$ cat src/rtl/ctrl_pkg.sv
// Shared encodings for the ID-stage control unit: instruction classes,
// opcodes, ALU command codes, condition codes and status flag positions.
package ctrl_pkg;

    // Instruction class carried in the mode field
    typedef enum logic [1:0] {
        MODE_ARITH  = 2'b00,
        MODE_MEM    = 2'b01,
        MODE_BRANCH = 2'b10,
        MODE_RSVD   = 2'b11
    } mode_e;

    // Data-processing opcodes
    localparam logic [3:0] OP_AND = 4'b0000;
    localparam logic [3:0] OP_EOR = 4'b0001;
    localparam logic [3:0] OP_SUB = 4'b0010;
    localparam logic [3:0] OP_ADD = 4'b0100;
    localparam logic [3:0] OP_ADC = 4'b0101;
    localparam logic [3:0] OP_SBC = 4'b0110;
    localparam logic [3:0] OP_TST = 4'b1000;
    localparam logic [3:0] OP_CMP = 4'b1010;
    localparam logic [3:0] OP_ORR = 4'b1100;
    localparam logic [3:0] OP_MOV = 4'b1101;
    localparam logic [3:0] OP_MVN = 4'b1111;

    // Load/store share one opcode; the S bit picks the direction
    localparam logic [3:0] OP_LDST = 4'b0100;

    // ALU command codes (zero-extended to the exe_cmd width)
    localparam logic [3:0] CMD_NOP = 4'b0000;
    localparam logic [3:0] CMD_MOV = 4'b0001;
    localparam logic [3:0] CMD_ADD = 4'b0010;
    localparam logic [3:0] CMD_ADC = 4'b0011;
    localparam logic [3:0] CMD_SUB = 4'b0100;
    localparam logic [3:0] CMD_SBC = 4'b0101;
    localparam logic [3:0] CMD_AND = 4'b0110;
    localparam logic [3:0] CMD_ORR = 4'b0111;
    localparam logic [3:0] CMD_EOR = 4'b1000;
    localparam logic [3:0] CMD_MVN = 4'b1001;

    // Condition codes
    localparam logic [3:0] COND_EQ = 4'b0000;
    localparam logic [3:0] COND_NE = 4'b0001;
    localparam logic [3:0] COND_CS = 4'b0010;
    localparam logic [3:0] COND_CC = 4'b0011;
    localparam logic [3:0] COND_MI = 4'b0100;
    localparam logic [3:0] COND_PL = 4'b0101;
    localparam logic [3:0] COND_VS = 4'b0110;
    localparam logic [3:0] COND_VC = 4'b0111;
    localparam logic [3:0] COND_HI = 4'b1000;
    localparam logic [3:0] COND_LS = 4'b1001;
    localparam logic [3:0] COND_GE = 4'b1010;
    localparam logic [3:0] COND_LT = 4'b1011;
    localparam logic [3:0] COND_GT = 4'b1100;
    localparam logic [3:0] COND_LE = 4'b1101;

    // Bit positions inside the {N,Z,C,V} status vector
    localparam int FLAG_N = 3;
    localparam int FLAG_Z = 2;
    localparam int FLAG_C = 1;
    localparam int FLAG_V = 0;

    // Control word produced by the decoder and held in the ID/EX register
    typedef struct packed {
        logic [3:0] cmd;
        logic       mem_read;
        logic       mem_write;
        logic       wb_en;
        logic       b;
        logic       s;
    } ctrl_word_t;

endpackage

$ cat src/rtl/ctrl_decode_pipe_cond_check.sv
// Evaluates the condition field of an instruction against the NZCV flags.
module cond_check
    import ctrl_pkg::*;
(
    input  logic [3:0] cond,
    input  logic [3:0] status,
    output logic       pass
);

    logic n_flag;
    logic z_flag;
    logic c_flag;
    logic v_flag;

    assign n_flag = status[FLAG_N];
    assign z_flag = status[FLAG_Z];
    assign c_flag = status[FLAG_C];
    assign v_flag = status[FLAG_V];

    // Look up the pass/fail result for each condition; 1110/1111 always pass
    always_comb begin
        pass = 1'b1;
        case (cond)
            COND_EQ: pass = z_flag;
            COND_NE: pass = !z_flag;
            COND_CS: pass = c_flag;
            COND_CC: pass = !c_flag;
            COND_MI: pass = n_flag;
            COND_PL: pass = !n_flag;
            COND_VS: pass = v_flag;
            COND_VC: pass = !v_flag;
            COND_HI: pass = c_flag && !z_flag;
            COND_LS: pass = !c_flag || z_flag;
            COND_GE: pass = (n_flag == v_flag);
            COND_LT: pass = (n_flag != v_flag);
            COND_GT: pass = !z_flag && (n_flag == v_flag);
            COND_LE: pass = z_flag || (n_flag != v_flag);
            default: pass = 1'b1;
        endcase
    end

endmodule

$ cat src/rtl/ctrl_decode_pipe.sv
// ID-stage control unit: decodes the instruction, applies the condition
// check and registers the control word into the ID/EX pipeline register,
// with freeze, flush, hazard bubbles and a branch-shadow squash counter.
module ctrl_decode_pipe
    import ctrl_pkg::*;
#(
    parameter int EXEC_CMD_W = 4,
    parameter int REG_ADDR_W = 4,
    parameter int BR_SHADOW  = 1
) (
    input  logic                  clk,
    input  logic                  rst,
    input  logic                  instr_valid,
    input  logic [3:0]            cond,
    input  logic [1:0]            mode,
    input  logic [3:0]            op_code,
    input  logic                  s_in,
    input  logic [REG_ADDR_W-1:0] dest_in,
    input  logic [3:0]            status,
    input  logic                  freeze,
    input  logic                  hazard,
    input  logic                  flush,
    output logic [EXEC_CMD_W-1:0] exe_cmd,
    output logic                  mem_read,
    output logic                  mem_write,
    output logic                  wb_en,
    output logic                  b,
    output logic                  s_out,
    output logic [REG_ADDR_W-1:0] dest_out,
    output logic                  valid_out,
    output logic                  squash_active
);

    localparam int CNT_W = 3;

    logic                  cond_pass;
    ctrl_word_t            dec_word;
    ctrl_word_t            ctrl_d, ctrl_q;
    logic [REG_ADDR_W-1:0] dest_d, dest_q;
    logic                  valid_d, valid_q;
    logic [CNT_W-1:0]      cnt_d, cnt_q;

    cond_check u_cond_check (
        .cond   (cond),
        .status (status),
        .pass   (cond_pass)
    );

    // Translate mode/opcode/S into a control word; unknown encodings give a NOP
    always_comb begin
        dec_word = '0;
        case (mode_e'(mode))
            MODE_ARITH: begin
                dec_word.s     = s_in;
                dec_word.wb_en = 1'b1;
                case (op_code)
                    OP_MOV:  dec_word.cmd = CMD_MOV;
                    OP_MVN:  dec_word.cmd = CMD_MVN;
                    OP_ADD:  dec_word.cmd = CMD_ADD;
                    OP_ADC:  dec_word.cmd = CMD_ADC;
                    OP_SUB:  dec_word.cmd = CMD_SUB;
                    OP_SBC:  dec_word.cmd = CMD_SBC;
                    OP_AND:  dec_word.cmd = CMD_AND;
                    OP_ORR:  dec_word.cmd = CMD_ORR;
                    OP_EOR:  dec_word.cmd = CMD_EOR;
                    OP_CMP: begin
                        dec_word.cmd   = CMD_SUB;
                        dec_word.wb_en = 1'b0;
                        dec_word.s     = 1'b1;
                    end
                    OP_TST: begin
                        dec_word.cmd   = CMD_AND;
                        dec_word.wb_en = 1'b0;
                        dec_word.s     = 1'b1;
                    end
                    default: dec_word = '0;
                endcase
            end
            MODE_MEM: begin
                if (op_code == OP_LDST) begin
                    dec_word.cmd       = CMD_ADD;
                    dec_word.mem_read  = s_in;
                    dec_word.wb_en     = s_in;
                    dec_word.mem_write = !s_in;
                end
            end
            MODE_BRANCH: dec_word.b = 1'b1;
            default:     dec_word = '0;
        endcase
    end

    // Choose the next ID/EX contents: freeze, flush, shadow squash, hazard, issue
    always_comb begin
        ctrl_d  = ctrl_q;
        dest_d  = dest_q;
        valid_d = valid_q;
        cnt_d   = cnt_q;
        if (!freeze) begin
            ctrl_d  = '0;
            dest_d  = '0;
            valid_d = 1'b0;
            if (flush) begin
                cnt_d = '0;
            end else if (cnt_q != '0) begin
                cnt_d = cnt_q - 1'b1;
            end else if (!hazard && instr_valid && cond_pass) begin
                ctrl_d  = dec_word;
                dest_d  = dest_in;
                valid_d = 1'b1;
                if (dec_word.b) begin
                    cnt_d = CNT_W'(BR_SHADOW);
                end
            end
        end
    end

    // ID/EX pipeline register and shadow counter with synchronous active-low reset
    always_ff @(posedge clk) begin
        if (!rst) begin
            ctrl_q  <= '0;
            dest_q  <= '0;
            valid_q <= 1'b0;
            cnt_q   <= '0;
        end else begin
            ctrl_q  <= ctrl_d;
            dest_q  <= dest_d;
            valid_q <= valid_d;
            cnt_q   <= cnt_d;
        end
    end

    assign exe_cmd       = EXEC_CMD_W'(ctrl_q.cmd);
    assign mem_read      = ctrl_q.mem_read;
    assign mem_write     = ctrl_q.mem_write;
    assign wb_en         = ctrl_q.wb_en;
    assign b             = ctrl_q.b;
    assign s_out         = ctrl_q.s;
    assign dest_out      = dest_q;
    assign valid_out     = valid_q;
    assign squash_active = (cnt_q != '0);

endmodule
$ cat config.mk
export PLATFORM = sky130hd
export DESIGN_NAME = ctrl_decode_pipe
export DESIGN_NICKNAME = d
export VERILOG_FILES = /design/src/rtl/ctrl_pkg.sv /design/src/rtl/ctrl_decode_pipe_cond_check.sv /design/src/rtl/ctrl_decode_pipe.sv
export SDC_FILE = /design/constraint.sdc
export NUM_CORES = 1
export LEC_CHECK = 0
export ABC_AREA = 1
export BUFFER_PORTS_ARGS = -buffer_cell sky130_fd_sc_hd__buf_4
export CAP_MARGIN = 5
export CORE_UTILIZATION = 37
export CTS_BUF_LIST = sky130_fd_sc_hd__clkbuf_16
export DETAILED_ROUTE_END_ITERATION = 10
export GPL_TIMING_DRIVEN = 0
export SETUP_SLACK_MARGIN = 0.3
export SLEW_MARGIN = 20
export SYNTH_ARGS = -nofsm -noshare
export SYNTH_HDL_FRONTEND = slang
export SYNTH_SLANG_ARGS = --single-unit
$ cat constraint.sdc
create_clock -name clk -period 1.5 [get_ports clk]
set_input_delay 0.3 -clock clk [delete_from_list [all_inputs] [get_ports clk]]
set_output_delay 0.3 -clock clk [all_outputs]
set_load 0.01 [all_outputs]
==> Flow_metrics.wiki, run 1 <==
{| class="wikitable"
! Metric !! Value
|-
| Number of core rows || 19
|-
| Setup repair after global routing missed its margin || true
|-
| Via Count || 1,353
|-
| Endpoints failing setup || 0
|-
| All-layer global routing usage || 18.4%
|-
| Failing checks || DRC
|-
| Iteration-0 DRC Markers || 67
|-
| Count of nets after finishing || 271
|-
| Global-route wire length before repair || 4840 um
|-
| Maximum clock insertion buffer count || 2
|-
| P_leak || 0.894 nW
|-
| Layer with the highest usage after global routing || met2
|-
| Hold Crit Class || input port to flip-flop
|-
| PwrDens || 752 mW/mm^2
|-
| Fmax || 718 MHz
|-
| Global-route met1 utilization || 20.2%
|-
| Half-perimeter wire length after detailed placement || 2290 um
|-
| Clock transition time at the flip-flop clock pins of the worst setup and hold paths || 0.05 ns
|-
| Met3 Usage GRT || 4.02%
|-
| Met2 usage || 36.8%
|-
| Syn-to-layout area delta || 56.2%
|-
| Final-layout worst hold slack || 0.304 ns
|-
| Slowest cell on the critical path || dfxtp_2
|-
| Via count of the first global-routing pass || 1,221
|-
| Root buffer selected by CTS || clkbuf_16
|-
| Layout fillers || 279
|-
| Worst slew margin relative to its limit || 67.9%
|-
| Netlist area before placement || 0.00116 mm^2
|-
| Gate count of the mapped netlist || 195
|-
| Core Footprint || 0.00285 mm^2
|-
| Required arrival time at the worst endpoint || 1.20 ns
|-
| Type of element launching the critical path || flip-flop
|-
| Status || finished, violations left
|-
| Number of cells after detailed placement || 263
|-
| Vias per cell || 4.94
|-
| Skew-Pair Late Insertion Delay || 0.24 ns
|-
| Count of maximum capacitance violations || 0
|-
| Worst hold path cell count || 3
|-
| Largest net degree at the start of global routing || 11
|-
| Worst Path Max Fanout || 2
|-
| Avg Cell Area, Syn || 5.94 um^2
|-
| Final cycle utilization of the critical path || 92.8%
|-
| Number of library cell types mapped by synthesis || 23
|-
| Final hold viol count || 0
|-
| Register area share after synthesis || 29.4%
|-
| Cell area after layout || 0.00181 mm^2
|-
| Crit-path cells || nor2_4 > ha_4 > inv_2 > buf_4 > buf_6
|-
| Arrival time reported for the critical path endpoint || 1.09 ns
|-
| Starting utilization of the core area || 40.6%
|-
| Worst Setup End Kind || output port
|-
| Final global-route overflow total || 0
|-
| Worst Tran Pin Value || 0.481 ns
|-
| Antenna violations before repair || 0
|-
| Die Y || 57.9 um
|-
| WS Path Type || flip-flop to output port
|-
| Setup Skew || 0.00473 ns
|-
| Residual DRC count || 3
|-
| Crit path time final || 1.39 ns
|-
| CTS H-tree lvls || 1
|-
| Count of pins over their slew limit || 0
|-
| Final cell count without fillers || 274
|-
| Count of input and output buffers || 37
|-
| Width of the die || 57.9 um
|-
| CTS tree || done
|-
| Largest voltage drop on the vdd net || 839 uV
|-
| Largest delay share family, worst path || flip-flops
|-
| Number of buffers created by CTS || 3
|-
| Sink Count || 17
|-
| Number of logic stages on the critical path including buffering || 5
|-
| Crit path buffers/inverters || 3
|-
| Sum of negative setup slack || 0 ns
|-
| Count of TritonRoute iterations in the first routing pass || 7
|-
| Total Routed Length || 3050 um
|-
| Critical path's largest stage delay || 0.33 ns
|-
| Diode insertion count for antenna repair || 0
|-
| Placed cell areas || 0.00150 mm^2
|-
| Ys Warns || 0
|-
| Number of synthesized register bits || 17
|-
| Remaining number of nets flagged by the antenna check after routing || 0
|-
| Synthesized netlist net count || 222
|-
| Total Power Consumption || 1.36 mW
|-
| Final Wtd Congestion || 0.831
|-
| Count of cells along the worst register-to-register path || 9
|-
| Die ar. || 0.00336 mm^2
|-
| Routed length per placed instance || 11.1 um
|-
| Proportion of layout cells with a drive suffix above 1 || 37.9%
|-
| Number of placed I/O pins || 40
|}
where the power goes:
part | switching [mW] | internal [mW]
Sequential | 0.00953 | 0.464
Combinational | 0.194 | 0.173
Clock | 0.163 | 0.356
Total | 0.366 | 0.992
final timing paths:
kind         slack (ns)                       to                     from
max                0.11            squash_active    cnt_q[1]$_SDFFE_PN0P_
min                0.30       wb_en$_SDFFE_PN0N_                      rst
max reg2reg        0.13  exe_cmd[2]$_SDFFE_PN0N_    cnt_q[1]$_SDFFE_PN0P_
min reg2reg        0.46  exe_cmd[3]$_SDFFE_PN0N_  exe_cmd[3]$_SDFFE_PN0N_
cells in the final DEF (no fill, tap or decap), drive strengths merged, types with 3 or more instances in the layout:
master,Yosys,routed
clkbuf,3,6
nand4,7,7
nand3,24,24
a21oi,18,18
nor2,26,26
clkinv,1,3
buf,3,47
inv,31,30
nand2,55,55
dfxtp,17,17
registers in the layout (all words and copies together) (netlist names):
name	flops
cnt_q	3
valid_out	1
s_out	1
exe_cmd	4
mem_read	1
b	1
wb_en	1
dest_out	4
mem_write	1
logic make-up after synthesis:
group / after synthesis / synth area share (%)
DFF: 17 / 29.4
AOI/OAI and AO/OA: 23 / 10.6
buffers and inverters: 38 / 13.7
and+or+nand+nor: 115 / 44.1
adders and majority gates: 2 / 2.16
repair_timing:
item,CTS,global route
setup endpoints to repair,18,18
cloned,1,0
resized for setup,31,23
hold buffers,0,0
buffers inserted,4,2
pin swaps,14,22
synth_stat cells:
library cell / number / area (um^2)
nand3_2: 2 / 20.0
buf_2: 1 / 5.00
o22ai_1: 1 / 6.26
nand2_2: 1 / 6.26
o21ai_0: 2 / 10.0
nor2_1: 23 / 86.3
clkinv_1: 1 / 3.75
clkbuf_1: 3 / 11.3
o211ai_1: 1 / 7.51
nand3b_1: 1 / 7.51
nor3_1: 2 / 10.0
buf_6: 2 / 22.5
ha_1: 2 / 25.0
inv_1: 29 / 109
nor2_4: 1 / 11.3
nand3_1: 22 / 110
o32ai_1: 1 / 8.76
inv_2: 2 / 7.51
nand2_1: 54 / 203
dfxtp_1: 17 / 340
a21oi_1: 18 / 90.1
nor2_2: 2 / 12.5
nand4_1: 7 / 43.8
worst register-to-register path: cells and delay by family (launching register included):
kind | cells | cell delay, ns
AOI/OAI and AO/OA | 1 | 0.14
and+or+nand+nor | 4 | 0.46
DFF | 1 | 0.33
adders and majority gates | 1 | 0.14
buffers and inverters | 3 | 0.23
final cells by class:
class | instances | area (um^2) | share of cell area, %
sequential | 17 | 344 | 19.0
timing repair buffer | 44 | 373 | 20.6
multi-input combinational | 140 | 778 | 43.0
inverter | 32 | 145 | 8.03
buffer | 6 | 48.8 | 2.70
tap | 31 | 38.8 | 2.15
clock inverter | 1 | 5.00 | 0.277
clock buffer | 3 | 75.1 | 4.15
layer usage:
metal  vias up  part of all wire, %
li1        720                    -
met1       607                   44
met5         -                    0
met2        26                   53
met4         0                    0
met3         0                  3.0
metrics by stage:
| stage | setup slack (ns) | utilization, % |
|---|---|---|
| finish | 0.108 | 63.4 |
| global route | 0.0403 | 63.4 |
| detailed placement | -0.0349 | 52.5 |
| global placement | 0.0119 | 52.5 |
| floorplan | 0.176 | - |
| CTS | 0.0658 | 59.7 |
(Power assumes the default switching activity.)
==> run 2: changes to the inputs <==
--- a/config.mk
+++ b/config.mk
@@ -5,15 +5,16 @@
 export SDC_FILE = /design/constraint.sdc
 export NUM_CORES = 1
 export LEC_CHECK = 0
-export ABC_AREA = 1
 export BUFFER_PORTS_ARGS = -buffer_cell sky130_fd_sc_hd__buf_4
 export CAP_MARGIN = 5
 export CORE_UTILIZATION = 37
 export CTS_BUF_LIST = sky130_fd_sc_hd__clkbuf_16
 export DETAILED_ROUTE_END_ITERATION = 10
 export GPL_TIMING_DRIVEN = 0
+export PLACE_DENSITY = 0.65
 export SETUP_SLACK_MARGIN = 0.3
 export SLEW_MARGIN = 20
 export SYNTH_ARGS = -nofsm -noshare
 export SYNTH_HDL_FRONTEND = slang
 export SYNTH_SLANG_ARGS = --single-unit
+export TNS_END_PERCENT = 100
==> Flow_metrics.wiki, run 2 <==
{| class="wikitable"
! Metric !! Value
|-
| Final hold viol count || 0 (unchanged)
|-
| Status || finished, violations left
|-
| EDFF count, synth || 0 (unchanged)
|-
| Worst Path Max Fanout || 5 (+3)
|-
| Global-route wire length before repair || 4070 um (-16%)
|-
| Hold Crit Class || input port to flip-flop
|-
| Total Power Consumption || 1.21 mW (-11%)
|-
| CTS Hold Bufs || 0 (unchanged)
|-
| Iteration-0 DRC Markers || 22 (-67%)
|-
| Synth area leader || dfxtp_1
|-
| Gate count of the mapped netlist || 115 (-41%)
|-
| Remaining number of nets flagged by the antenna check after routing || 0 (unchanged)
|-
| Number of placed I/O pins || 40 (unchanged)
|-
| Final Wtd Congestion || 0.815 (-2.0%)
|-
| WS Path Type || input port to flip-flop
|-
| Post-synthesis async set-or-reset flop share || 0% (unchanged)
|-
| Number of library cell types mapped by synthesis || 48 (+110%)
|-
| Proportion of layout cells with a drive suffix above 1 || 44.6% (+6.7 points)
|-
| Routed length per placed instance || 12.5 um (+13%)
|-
| P_leak || 0.746 nW (-17%)
|-
| Via Count || 1,062 (-22%)
|-
| Maximum clock insertion buffer count || 2 (unchanged)
|-
| Top post-synthesis cells by area || dfxtp_1, a22o_1, nand2_1, inv_1, buf_6
|-
| Synthesized netlist net count || 142 (-36%)
|-
| Fmax || 576 MHz (-20%)
|-
| Worst slew margin relative to its limit || 73.0% (+5.1 points)
|-
| Count of input and output buffers || 36 (-2.7%)
|-
| Starting utilization of the core area || 38.7% (-1.8 points)
|-
| Die Y || 55.7 um (-3.8%)
|-
| Root buffer selected by CTS || clkbuf_16
|-
| Core Footprint || 0.00276 mm^2 (-3.3%)
|-
| Setup Skew || 0.00235 ns (-0.00238 ns)
|-
| Largest net degree at the start of global routing || 11 (unchanged)
|-
| Arrival time reported for the critical path endpoint || 1.88 ns (+0.79 ns)
|-
| Post-placement setup slack || -0.502 ns (-0.468 ns)
|-
| Top cells by count, synth || dfxtp_1, nand2_1, a22o_1
|-
| PwrDens || 746 mW/mm^2 (-0.73%)
|-
| Largest voltage drop on the vdd net || 733 uV (-13%)
|-
| Antenna violations before repair || 0 (unchanged)
|-
| Worst Tran Pin Value || 0.401 ns (-0.0803 ns)
|-
| Failing checks || setup timing
|-
| Residual DRC count || 0 (-3)
|-
| Final cycle utilization of the critical path || 116% (+23 points)
|-
| Clock transition time at the flip-flop clock pins of the worst setup and hold paths || 0.05 ns (about the same)
|-
| Commonest cells after routing, fill and taps aside || buf_4, dfxtp_1, nand2_1, a22o_1, buf_6
|-
| Number of buffers created by CTS || 3 (unchanged)
|-
| Via count of the first global-routing pass || 1,005 (-18%)
|-
| Most common library cell in the layout ignoring fill and taps || buf_4
|-
| Syn-to-layout area delta || 51.3%
|-
| Count of nets after finishing || 194 (-28%)
|-
| Crit path setup slack, layout || -0.238 ns (-0.346 ns)
|-
| Setup repair after global routing missed its margin || true
|-
| Type of element launching the critical path || input port
|-
| Sink Count || 17 (unchanged)
|-
| Crit path time final || 1.74 ns (+0.346 ns)
|-
| Register area share after synthesis || 31.9% (+2.4 points)
|-
| Count of TritonRoute iterations in the first routing pass || 4 (-3)
|-
| Endpoints failing setup || 18 (+18)
|-
| Width of the die || 55.7 um (-3.8%)
|-
| Most frequently used flop master after synthesis || dfxtp_1
|-
| Netlist area before placement || 0.00107 mm^2 (-7.7%)
|-
| Count of pins over their slew limit || 0 (unchanged)
|-
| Number of core rows || 19 (unchanged)
|-
| CTS H-tree lvls || 1 (unchanged)
|-
| Most instantiated library cell after synthesis || dfxtp_1
|-
| Number of synthesized register bits || 17 (unchanged)
|-
| Half-perimeter wire length after detailed placement || 1810 um (-21%)
|-
| Layout Utilization || 58.6% (-4.8 points)
|-
| Layout fillers || 250 (-10%)
|-
| Worst Setup End Kind || flip-flop
|-
| Total Routed Length || 2470 um (-19%)
|-
| CTS tree || done
|-
| Skew-Pair Late Insertion Delay || 0.25 ns (about the same)
|-
| All-layer global routing usage || 15.9% (-2.5 points)
|-
| Share of the synthesized area in the top cell type || 31.9% (+2.4 points)
|-
| Ys Warns || 0 (unchanged)
|-
| Die ar. || 0.00311 mm^2 (-7.4%)
|-
| Required arrival time at the worst endpoint || 1.64 ns (+0.44 ns)
|-
| Avg Cell Area, Syn || 9.29 um^2 (+57%)
|-
| Vias per cell || 5.39 (+9.2%)
|-
| Count of maximum capacitance violations || 0 (unchanged)
|-
| Final global-route overflow total || 0 (unchanged)
|-
| Diode insertion count for antenna repair || 0 (unchanged)
|}
-- run 2: path summary, 6_finish.rpt --
| path | startpoint | to | slack (ns) | cells after the start |
|---|---|---|---|---|
| max | status[2] | exe_cmd[0]$_SDFFE_PN0N_ | -0.24 | 9 |
| min | dest_in[3] | dest_out[3]$_SDFFE_PN0N_ | 0.26 | 2 |
| max reg2reg | cnt_q[1]$_SDFFE_PN0P_ | exe_cmd[0]$_SDFFE_PN0N_ | -0.21 | 8 |
| min reg2reg | cnt_q[1]$_SDFFE_PN0P_ | cnt_q[1]$_SDFFE_PN0P_ | 0.45 | 2 |
-- run 2: worst max-delay path, stage by stage --
cell and delay, ns:
buf_8 0.10, nor4b_4 0.28, a2111oi_2 0.07, or4b_4 0.51
nand3_4 0.12, nor4_4 0.05, buf_4 0.14, buf_6 0.12
a22o_1 0.19
-- run 2: routing by layer --
| layer | GRT usage (%) | share of wire [%] | vias to the layer above |
|---|---|---|---|
| met3 | 4.42 | 5.6 | 6 |
| met2 | 30.5 | 51 | 44 |
| met5 | 0 | 0 | - |
| met4 | 1.79 | 1.3 | 0 |
| met1 | 17.9 | 42 | 484 |
| li1 | - | - | 528 |
-- run 2: cell type report --
| type | count | area (um^2) | area share [%] |
|---|---|---|---|
| Timing Repair Buffer | 47 | 377 | 23.3 |
| Buffer | 6 | 65.1 | 4.02 |
| Tap cell | 31 | 38.8 | 2.40 |
| Sequential cell | 17 | 343 | 21.2 |
| Clock buffer | 3 | 75.1 | 4.64 |
| Inverter | 9 | 36.3 | 2.24 |
| Clock inverter | 1 | 5.00 | 0.310 |
| Multi-Input combinational cell | 83 | 677 | 41.9 |
-- run 2: timing repair --
action,CTS,global route
gates cloned,1,0
pin swaps,9,5
gates resized for setup,14,3
endpoints found under the setup margin,18,18
setup buffers,7,3
-- run 2: logic make-up (layout without fill, tap and decap cells) --
family / count (synthesis) / in the layout / share of synthesized area [%]
and+or+nand+nor: 43 / 43 / 26.0
AOI/OAI and AO/OA: 31 / 31 / 23.2
DFF: 17 / 17 / 31.9
buffers and inverters: 15 / 66 / 9.25
xor gates and xnor gates: 4 / 4 / 4.57
adders and majority gates: 3 / 3 / 3.28
muxes: 2 / 2 / 1.87
-- run 2: where the power goes --
| group | leakage [nW] | internal (mW) | switching, mW |
|---|---|---|---|
| Combinational | 0.567 | 0.118 | 0.0996 |
| Clock | 0.0409 | 0.357 | 0.176 |
| Sequential | 0.138 | 0.455 | 0.00135 |
-- run 2: stage by stage --
step | setup TNS [ns] | hold WS [ns] | instance area, um^2 | std cells
after detailed placement | -7.75 | 0.451 | 1400 | 182
final | -2.89 | 0.258 | 1620 | 197
after CTS | -2.76 | 0.259 | 1580 | 194
after global routing | -4.27 | 0.269 | 1620 | 197
after global placement | -7.19 | 0.440 | 1400 | 182
after floorplan | -3.17 | 0.425 | 1090 | 115
==> run 3: changes to the inputs <==
--- a/config.mk
+++ b/config.mk
@@ -11,7 +11,6 @@
 export CTS_BUF_LIST = sky130_fd_sc_hd__clkbuf_16
 export DETAILED_ROUTE_END_ITERATION = 10
 export GPL_TIMING_DRIVEN = 0
-export PLACE_DENSITY = 0.65
 export SETUP_SLACK_MARGIN = 0.3
 export SLEW_MARGIN = 20
 export SYNTH_ARGS = -nofsm -noshare
==> constraint.sdc (replaced) <==
create_clock -name clk -period 1.8 [get_ports clk]
set_input_delay 0.36 -clock clk [delete_from_list [all_inputs] [get_ports clk]]
set_output_delay 0.36 -clock clk [all_outputs]
set_load 0.01 [all_outputs]
==> Flow_metrics.wiki, run 3 (synthesis gave the netlist of run 2 again) <==
{| class="wikitable"
! Metric !! Value
|-
| Count of pins over their slew limit || 0 (unchanged)
|-
| Final hold viol count || 0 (unchanged)
|-
| Critical path's largest stage delay || 0.51 ns (about the same)
|-
| CTS Hold Bufs || 0 (unchanged)
|-
| Crit path time final || 1.78 ns
|-
| Setup repair after global routing missed its margin || true
|-
| Skew-Pair Late Insertion Delay || 0.25 ns (about the same)
|-
| Remaining number of nets flagged by the antenna check after routing || 0 (unchanged)
|-
| Largest net degree at the start of global routing || 11 (unchanged)
|-
| Cell area after layout || 0.00162 mm^2 (about the same)
|-
| CTS H-tree lvls || 1 (unchanged)
|-
| Diode insertion count for antenna repair || 0 (unchanged)
|-
| All-layer global routing usage || 17.2% (+1.2 points)
|-
| Total Power Consumption || 1.02 mW (-16%)
|-
| Internal power || 774 uW (-17%)
|-
| Die ar. || 0.00311 mm^2 (unchanged)
|-
| Final Wtd Congestion || 0.745 (-8.5%)
|-
| Count of maximum capacitance violations || 0 (unchanged)
|-
| Layer with the highest usage after global routing || met2
|-
| Met2 usage || 31.3% (+0.86 points)
|-
| Iteration-0 DRC Markers || 23 (+4.5%)
|-
| WS Path Type || input port to flip-flop
|-
| Largest voltage drop on the vdd net || 721 uV (-1.6%)
|-
| Worst slew margin relative to its limit || 73.8% (+0.83 points)
|-
| Final global-route overflow total || 0 (unchanged)
|-
| Residual DRC count || 0 (unchanged)
|-
| Starting utilization of the core area || 38.7% (unchanged)
|-
| Antenna violations before repair || 0 (unchanged)
|-
| Crit path buffers/inverters || 2 (-1)
|-
| Comb pwr share || 18.1% (about the same)
|-
| Commonest cells after routing, fill and taps aside || buf_4, dfxtp_1, nand2_1, a22o_1, inv_1
|-
| Fmax || 563 MHz
|-
| Maximum clock insertion buffer count || 2 (unchanged)
|-
| Switching part of the total || 23.8% (+0.81 points)
|-
| Met3 Usage GRT || 4.65% (+0.23 points)
|-
| Placed cell areas || 0.00139 mm^2 (-0.36%)
|-
| Syn-to-layout area delta || 51.2% (about the same)
|-
| Clock transition time at the flip-flop clock pins of the worst setup and hold paths || 0.05 ns (about the same)
|-
| Required arrival time at the worst endpoint || 1.94 ns (+0.30 ns)
|-
| Die Y || 55.7 um (unchanged)
|-
| Vias per cell || 5.32 (-1.3%)
|-
| Number of buffers created by CTS || 3 (unchanged)
|-
| Count of TritonRoute iterations in the first routing pass || 6 (+2)
|-
| Arrival time reported for the critical path endpoint || 1.92 ns (+0.04 ns)
|-
| Via Count || 1,032 (-2.8%)
|-
| Worst Setup End Kind || flip-flop
|-
| Via count of the first global-routing pass || 980 (-2.5%)
|-
| Half-perimeter wire length after detailed placement || 1850 um (+1.8%)
|-
| Routed length per placed instance || 12.9 um (+2.8%)
|-
| Endpoints failing setup || 0 (-18)
|-
| Number of placed I/O pins || 40 (unchanged)
|-
| Layout fillers || 257 (+2.8%)
|-
| Core Footprint || 0.00276 mm^2 (unchanged)
|-
| Slowest cell on the critical path || or4b_4
|-
| Register share of total power || 37.4% (-0.4 points)
|-
| Type of element launching the critical path || input port
|-
| Global-route met1 utilization || 18.4% (+0.42 points)
|-
| CTS tree || done
|-
| Count of input and output buffers || 36 (unchanged)
|-
| Status || complete, no violations
|-
| Number of core rows || 19 (unchanged)
|-
| Share of power burned in the clock network || 44.5% (+0.3 points)
|-
| P_leak || 0.732 nW (-1.9%)
|-
| Proportion of layout cells with a drive suffix above 1 || 43.6% (-1.0 points)
|-
| Layout Utilization || 58.6% (about the same)
|-
| Hold Crit Class || input port to flip-flop
|-
| Worst Tran Pin Value || 0.392 ns (-0.00947 ns)
|-
| Crit-path cells || buf_8 > nor4b_4 > a2111oi_4 > or4b_4 > nand3_4 > nor4_4 > buf_4 > a32o_1
|-
| Sink Count || 17 (unchanged)
|-
| Largest delay share family, worst path || simple AND/OR/NAND/NOR gates
|-
| Root buffer selected by CTS || clkbuf_16
|-
| Global-route wire length before repair || 4150 um (+1.8%)
|-
| Count of nets after finishing || 191 (-1.5%)
|-
| P_sw || 241 uW (-13%)
|-
| Width of the die || 55.7 um (unchanged)
|-
| Worst Path Max Fanout || 4 (-1)
|-
| Final cycle utilization of the critical path || 98.7%
|-
| PwrDens || 629 mW/mm^2 (-16%)
|-
| Most common library cell in the layout ignoring fill and taps || buf_4
|-
| Total Routed Length || 2500 um (+1.3%)
|-
| Setup Skew || 0.00149 ns (-0.000857 ns)
|}
-- run 3: area by class of cell --
cell class | count | area, um^2 | share of cell area (%)
Sequential cell | 17 | 342 | 21.1
Clock buffer | 3 | 75.1 | 4.65
Multi-Input combinational cell | 83 | 702 | 43.5
Inverter | 9 | 38.8 | 2.40
Buffer | 6 | 65.1 | 4.03
Clock inverter | 1 | 5.00 | 0.310
Timing Repair Buffer | 44 | 349 | 21.6
Tap cell | 31 | 38.8 | 2.40
-- run 3: power groups by stage --
stage / clock network, mW / registers [mW] / logic [mW]
final: 0.452 / 0.380 / 0.184
after global routing: 0.469 / 0.380 / 0.201
after CTS: 0.463 / 0.380 / 0.174
after detailed placement: 0 / 0.388 / 0.159
after global placement: 0 / 0.388 / 0.156
after floorplan: 0 / 0.389 / 0.0879
-- run 3: path summary, 6_finish.rpt --
path / to / slack (ns) / startpoint / cells after the start
setup / recovery: s_out$_SDFFE_PN0N_ / 0.02 / status[2] / 8
hold reg to reg: valid_out$_SDFFE_PN0N_ / 0.46 / valid_out$_SDFFE_PN0N_ / 2
hold / removal: dest_out[0]$_SDFFE_PN0N_ / 0.32 / dest_in[0] / 2
setup reg to reg: s_out$_SDFFE_PN0N_ / 0.09 / cnt_q[0]$_SDFFE_PN0P_ / 7
-- run 3: layer usage --
metal	part of all wire, %	routed length, um	up-vias
li1	-	-	524
met1	42	1040	478
met2	52	1300	28
met3	5.6	140	2
met4	0.84	21	0
met5	0	0	-
-- run 3: metrics by stage --
step | TNS, ns | instances | setup slack, ns | hold WS [ns]
2_1_floorplan | 0 | 115 | 0.0275 | 0.424
3_3_place_gp | -3.61 | 182 | -0.260 | 0.436
3_5_place_dp | -3.71 | 182 | -0.267 | 0.446
4_1_cts | 0 | 193 | 0.0303 | 0.319
5_1_grt | -0.194 | 194 | -0.0585 | 0.320
6_report | 0 | 194 | 0.0237 | 0.321
-- run 3: worst reg2reg max path: stages (launching register included) --
cell and delay (ns):
dfxtp_2 0.32, or2_4 0.25, inv_2 0.06, ha_4 0.12, or2b_4 0.28, nor4_4 0.31, buf_4 0.17, a32o_1 0.15
-- run 3: timing repair --
action,in CTS,in global routing
endpoints found under the hold margin,0,0
setup buffers,7,1
pin swaps,1,1
resized for setup,13,8
endpoints found under the setup margin,18,18
